<file path="src/rtl/axi_write_master.sv">
// Single-burst AXI4 write master: latches a start request, issues one AW beat,
// streams len+1 data beats from a valid/ready source, then waits for the B response.
module axi_write_master #(
    parameter int ADDR_W = 32,
    parameter int DATA_W = 32
) (
    input  logic                clk,
    input  logic                reset,
    input  logic                start,
    input  logic [ADDR_W-1:0]   start_addr,
    input  logic [7:0]          start_len,
    output logic                busy,
    output logic                done,
    output logic                err,
    input  logic [DATA_W-1:0]   din,
    input  logic                din_valid,
    output logic                din_ready,
    output logic [ADDR_W-1:0]   awaddr,
    output logic [7:0]          awlen,
    output logic [2:0]          awsize,
    output logic [1:0]          awburst,
    output logic                awvalid,
    input  logic                awready,
    output logic [DATA_W-1:0]   wdata,
    output logic [DATA_W/8-1:0] wstrb,
    output logic                wlast,
    output logic                wvalid,
    input  logic                wready,
    input  logic [1:0]          bresp,
    input  logic                bvalid,
    output logic                bready
);

    localparam int STRB_W = DATA_W / 8;

    localparam logic [1:0] S_IDLE = 2'd0;
    localparam logic [1:0] S_AW   = 2'd1;
    localparam logic [1:0] S_W    = 2'd2;
    localparam logic [1:0] S_B    = 2'd3;

    logic [1:0]        state_q, state_d;
    logic [ADDR_W-1:0] addr_q, addr_d;
    logic [7:0]        len_q, len_d;
    logic              hold_full_q, hold_full_d;
    logic [DATA_W-1:0] hold_data_q, hold_data_d;
    logic [7:0]        beat_cnt_q, beat_cnt_d;
    logic [8:0]        fetch_cnt_q, fetch_cnt_d;
    logic              err_q, err_d;
    logic              done_q, done_d;

    logic aw_hs;
    logic w_hs;
    logic din_hs;
    logic b_hs;
    logic last_beat;
    logic fetch_left;

    // fetch_cnt is 9 bits so a 256-beat burst can still tell "all fetched" apart from zero.
    always_comb begin
        aw_hs      = (state_q == S_AW) && awready;
        w_hs       = (state_q == S_W) && hold_full_q && wready;
        b_hs       = (state_q == S_B) && bvalid;
        last_beat  = hold_full_q && (beat_cnt_q == len_q);
        fetch_left = (fetch_cnt_q <= {1'b0, len_q});
        din_ready  = (state_q == S_W) && (!hold_full_q || w_hs) && fetch_left;
        din_hs     = din_ready && din_valid;
    end

    always_comb begin
        state_d     = state_q;
        addr_d      = addr_q;
        len_d       = len_q;
        hold_full_d = hold_full_q;
        hold_data_d = hold_data_q;
        beat_cnt_d  = beat_cnt_q;
        fetch_cnt_d = fetch_cnt_q;
        err_d       = err_q;
        done_d      = 1'b0;

        case (state_q)
            S_IDLE: begin
                if (start) begin
                    addr_d  = start_addr;
                    len_d   = start_len;
                    err_d   = 1'b0;
                    state_d = S_AW;
                end
            end
            S_AW: begin
                if (aw_hs) begin
                    beat_cnt_d  = 8'd0;
                    fetch_cnt_d = 9'd0;
                    hold_full_d = 1'b0;
                    state_d     = S_W;
                end
            end
            S_W: begin
                // A beat can be refilled in the same cycle it drains, giving full throughput.
                hold_full_d = din_hs || (hold_full_q && !w_hs);
                if (din_hs) begin
                    hold_data_d = din;
                    fetch_cnt_d = fetch_cnt_q + 9'd1;
                end
                if (w_hs) begin
                    beat_cnt_d = beat_cnt_q + 8'd1;
                    if (last_beat) begin
                        state_d = S_B;
                    end
                end
            end
            S_B: begin
                if (b_hs) begin
                    done_d  = 1'b1;
                    state_d = S_IDLE;
                    if (bresp != 2'b00) begin
                        err_d = 1'b1;
                    end
                end
            end
            default: state_d = S_IDLE;
        endcase
    end

    always_ff @(posedge clk or negedge reset) begin
        if (!reset) begin
            state_q     <= S_IDLE;
            addr_q      <= '0;
            len_q       <= '0;
            hold_full_q <= 1'b0;
            hold_data_q <= '0;
            beat_cnt_q  <= '0;
            fetch_cnt_q <= '0;
            err_q       <= 1'b0;
            done_q      <= 1'b0;
        end else begin
            state_q     <= state_d;
            addr_q      <= addr_d;
            len_q       <= len_d;
            hold_full_q <= hold_full_d;
            hold_data_q <= hold_data_d;
            beat_cnt_q  <= beat_cnt_d;
            fetch_cnt_q <= fetch_cnt_d;
            err_q       <= err_d;
            done_q      <= done_d;
        end
    end

    // Address-channel fields read as zero outside AW so an idle bus is quiet.
    always_comb begin
        awvalid = (state_q == S_AW);
        awaddr  = awvalid ? addr_q : '0;
        awlen   = awvalid ? len_q : '0;
        awsize  = awvalid ? 3'd2 : 3'd0;
        awburst = awvalid ? 2'b01 : 2'b00;
        wvalid  = hold_full_q;
        wdata   = hold_full_q ? hold_data_q : '0;
        wstrb   = {STRB_W{hold_full_q}};
        wlast   = last_beat;
        bready  = (state_q == S_B);
        busy    = (state_q != S_IDLE);
        done    = done_q;
        err     = err_q;
    end

endmodule
</file>
<file path="config.mk">
export PLATFORM = sky130hd
export DESIGN_NAME = axi_write_master
export DESIGN_NICKNAME = d
export VERILOG_FILES = /design/src/rtl/axi_write_master.sv
export SDC_FILE = /design/constraint.sdc
export NUM_CORES = 1
export LEC_CHECK = 0
export ABC_AREA = 0
export CORE_MARGIN = 3
export CORE_UTILIZATION = 45
export CTS_CLUSTER_DIAMETER = 200
export DETAILED_ROUTE_END_ITERATION = 8
export GPL_ROUTABILITY_DRIVEN = 0
export PLACE_DENSITY = 0.78
export SLEW_MARGIN = 5
export SYNTH_ARGS = -nofsm -noshare
export SYNTH_HDL_FRONTEND = slang
export SYNTH_SLANG_ARGS = --single-unit
</file>
<file path="constraint.sdc">
create_clock -name clk -period 4.5 [get_ports clk]
set_input_delay 0.675 -clock clk [delete_from_list [all_inputs] [get_ports clk]]
set_output_delay 0.675 -clock clk [all_outputs]
set_load 0.01 [all_outputs]
</file>
# Word level (Yosys, flattened, before mapping)
# Cells that the tools add are included.
# classes
addsub	2
magnitude_cmp	1
eq_ne	11
muxes	25
n_reduce_logical	25
# ops
cell	n
32-bit 2-to-1 mux	2
8-bit 2-to-1 mux	3
9-bit 2-to-1 mux	2
9-bit one-hot mux with 2 select lines	1
8-bit one-hot mux with 2 select lines	1
2-bit 2-to-1 mux	6
9-bit by 1-bit adder with 9-bit output, second input constant	1
9-bit by 8-bit <= comparator with 1-bit output	1
1-bit logical AND	9
8-bit by 1-bit adder with 8-bit output, second input constant	1
8-bit == test	1
2-bit inequality test, second input constant	4
2-bit one-hot mux with 4 select lines	1
2-bit nonzero test	4
1-bit 2-to-1 mux	7
2-bit by 1-bit inequality test with 1-bit output, second input constant	3
2-bit AND reduction	3
3-bit AND reduction	2
5-bit AND reduction	1
2-bit == test, second input constant	2
1-bit one-hot mux with 2 select lines	2
4-bit AND reduction	1
2-bit by 1-bit == test with 1-bit output, second input constant	1
1-bit logical NOT	2
2 further kinds	3
# totals
ff_bits	94
input_bits	81

# Logic depth before layout (Yosys ltp)
# depth
word_depth	9
ltp_mapped	8

# Worst setup path before layout
# Ideal clock, no wire load.
# synth_timing
path_kind	reg2out
start	register len_q[6]
end	output port din_ready
arrival_ns	1.889
required_ns	3.825
slack_ns	1.936
path_stages_with_launch	8
path_buffers	1
path_cell_list	dfrtp_1 -> inv_1 -> ha_1 -> a21o_1 -> a211oi_4 -> a211o_1 -> buf_2 -> and4_1
# synth_via
elab_chain_cells	2
# synth_lines
item	line	source
from (decl)	43	logic [7:0] len_q, len_d;
from (signal assigned)	138	len_q <= len_d;
9-bit by 8-bit <= comparator with 1-bit output	64	fetch_left = (fetch_cnt_q <= {1'b0, len_q});
1-bit logical AND	65	din_ready = (state_q == S_W) && (!hold_full_q || w_hs) && fetch_left;
to (decl)	17	output logic din_ready,
# Every way passes these cells.

# Worst setup path after layout
# Ends and elaborated chain as after synthesis.

==> results.yml <==
sta:
  rsz0062_at_grt: "no"
  tns_ns: 0
  finalCritPeriodShare_pct: 81.3
  setup_viol_count_final: 0
  finClkSkew_ns: 0.0108
  slew_violations: 0
  slew_headroom_pct: 28.9
  worst_pin_slew_ns: 1.07
  fmax_mhz: 273
  final.min_clock_period_ns: 3.66
  hold_violations: 0
detailed_routing:
  num_vias: 3896
  ant_nets: 0
  drc: 0
  wl_per_cell_um: 17.6
  drt-vias-per-instance: 5.29
  wl_um: 13000
  dr.pass1.iters: 5
  dr.first_iter.drc_count: 243
setup_path:
  rr_worst_depth: 5
  cp-start-kind: "flip-flop"
  critical-path-slowest-cell: "clkdlybuf4s50_1"
  endpoint_kind: "output port"
  cp_cell_sequence: "inv_1, ha_1, a21o_1, a211oi_4, a211o_1, and4_1, clkdlybuf4s50_1"
  path_max_fanout: 15
  worst_ep_required_time_ns: 3.83
  cp_slowest_stage_delay_ns: 0.53
  arrival_ns: 2.98
  critPathKind: "flip-flop to output port"
power:
  finalPower_uw: 4390
  cellPowerDensity_mw_per_mm2: 641
  power.leakage_uw: 0.00289
  peakVddDrop_uv: 364
logic_synthesis:
  synthSimpleGateAreaFrac_pct: 18.2
  synth_xor_xnor_area_share_pct: 1.41
  synthAdderAreaFrac_pct: 3.78
  avgSynthCellArea_um2: 11.2
  synthArstFlopShare_pct: 100
  yosys_register_bits: 94
  synth_top_family_by_area: "simple AND/OR/NAND/NOR gates"
  synth_mux_area_share_pct: 17.0
  netlist-cell-type-count: 51
  synthDominantCellAreaShare_pct: 47.3
  synth_edf_count: 0
  synth_cells: 442
  synth_compound_area_share_pct: 7.60
  yosys-top-cells-area: "dfrtp_1 47%, mux2_2 17%, and2_1 9.6%, ha_1 3.8%, nand2_1 1.6%"
  syn-cell-area_mm2: 0.00497
  yosysTopAreaCell: "dfrtp_1"
  synth_ff_type: "dfrtp_1"
  ys_seq_area_share_pct: 47.3
  synth_warnings: 0
die:
  die_area_mm2: 0.0123
  fp.coreArea_mm2: 0.0105
  fp.dieH_um: 111
  dieWidth_um: 111
  ios: 170
  row_count: 37
  start_util_pct: 47.3
job:
  drv_cap: 0
global_routing:
  top_usage_layer: "met2"
  grt_start_max_net_pins: 71
  antenna_found_initial: 0
  grt_use_total_pct: 21.2
  grt-ovfl-total: 0
  grt_pass1_wl_um: 21000
  grtUsageMet1_pct: 23.0
  grt_pass1_vias: 4225
  use_met3_pct: 7.53
  gr-usage-met2_pct: 37.4
cells_and_area:
  fill_cells: 810
  nets: 691
  fin_cells: 736
  area_growth_pct: 38.0
  antenna_cells: 0
  drive_gt1_share_pct: 16.8
clock_network:
  clkTransAtPathRegs_ns: 0.09
  cts.sink_count: 94
  tritoncts: "yes"
  root_buffer: "clkbuf_8"
  htree_levels: 3
  holdBufCountCts: 0
  postCtsSetupBuffers: 0
  clkLatencyLatePin_ns: 0.36
  ctsResizeCount: 0
  clockBufferDepth: 2
  cts_inserted_buffers: 9
status:
  status: "finished, final reports clean"
place:
  placed_cells: 720
  place.port_buffers: 166
  hpwl_um: 9550
min_path:
  min_path_type: "input port to async pin"
-- worst max-delay path: cells and delay by family (launching register included) --
kind,cells,cell delay [ns]
simple gates,1,0.26
buf+inv,2,0.60
compound gates,3,1.04
fa+ha+maj,1,0.32
flops,1,0.41
-- path summary, 6_finish.rpt --
kind	start	to	slack, ns
worst max-delay path	len_q[6]	din_ready	0.84
worst min-delay path	reset	hold_data_q[28]	0.42
worst max register to register	wvalid	fetch_cnt_q[4]	1.64
worst min register to register	addr_q[26]	addr_q[26]	0.51
max in group asynchronous	reset	addr_q[31]	3.17
min in group clk	addr_q[26]	addr_q[26]	0.51
-- cell type report --
| type | instances | area [µm²] | share of cell area (%) |
|---|---|---|---|
| Multi-Input combinational cell | 305 | 2400 | 34.9 |
| Sequential cell | 94 | 2350 | 34.3 |
| Timing Repair Buffer | 170 | 1690 | 24.6 |
| Tap cell | 136 | 170 | 2.48 |
| Clock buffer | 13 | 149 | 2.17 |
| Inverter | 15 | 56.3 | 0.821 |
| Clock inverter | 3 | 43.8 | 0.639 |
-- sequential cells by signal, indices dropped and copies added (netlist names) --
| signal | flops |
|---|---|
| state_q | 2 |
| err | 1 |
| done | 1 |
| addr_q | 32 |
| beat_cnt_q | 8 |
| len_q | 8 |
| fetch_cnt_q | 9 |
| wvalid | 1 |
| hold_data_q | 32 |
-- metal layers --
layer | routed length (µm) | part of all wire, % | vias to the layer above
li1 | - | - | 1823
met1 | 4900 | 38 | 1883
met3 | 1050 | 8.1 | 30
met4 | 349 | 2.7 | 0
met2 | 6660 | 51 | 160
met5 | 0 | 0 | -
-- placed cells by master (no fill, tap or decap), types with 6 or more instances in the layout --
cell,n
clkdlybuf4s50_1,165
dfrtp_1,94
and2_1,76
mux2_2,73
nand2_1,21
inv_1,15
ha_1,15
o21ai_0,14
nand3_1,11
nand4_1,10
clkbuf_8,10
xor2_1,7
nor2_1,6
-- cells in the mapped netlist, types with 2 or more instances --
cell / count
inv_1: 15
nor3b_1: 3
nand3_1: 11
ha_1: 15
buf_1: 4
clkbuf_1: 11
nand2b_1: 5
nor2_1: 6
o21ai_0: 14
and4_1: 2
buf_6: 3
nor3_1: 3
or2_2: 2
buf_2: 2
nor4_1: 2
nor2b_1: 4
a21oi_1: 5
buf_4: 9
and3_1: 3
o221ai_1: 2
or4_1: 2
a211oi_4: 2
nand4_1: 10
a22o_1: 4
and2_1: 76
xor2_1: 7
a21o_1: 5
nand2_1: 21
dfrtp_1: 94
o211ai_1: 4
mux2_2: 73
o31ai_1: 4
-- cells by family (layout without fill, tap and decap cells) --
group           after synthesis  after routing
buf+inv                      45            201
fa+ha+maj                    15             15
flops                        94             94
compound gates               50             50
mux                          75             75
other cells                   1              3
simple gates                154            154
xor+xnor                      8              8
-- power breakdown --
part,switching (µW),internal [µW]
Sequential,292,1240
Combinational,1010,1280
Clock,292,274
-- through the flow --
stage                     setup slack, ns  cell area, µm²  hold WS (ns)  utilization (%)
final                               0.840            6860         0.421             65.2
after global routing                0.696            6860         0.470             65.2
after CTS                           0.832            6860         0.454             65.2
after detailed placement             1.25            6660         0.487             63.4
after global placement               1.36            6660         0.480             63.4
after floorplan                      1.94            4980         0.379                -
No activity file was read; power rests on OpenSTA's default activity.
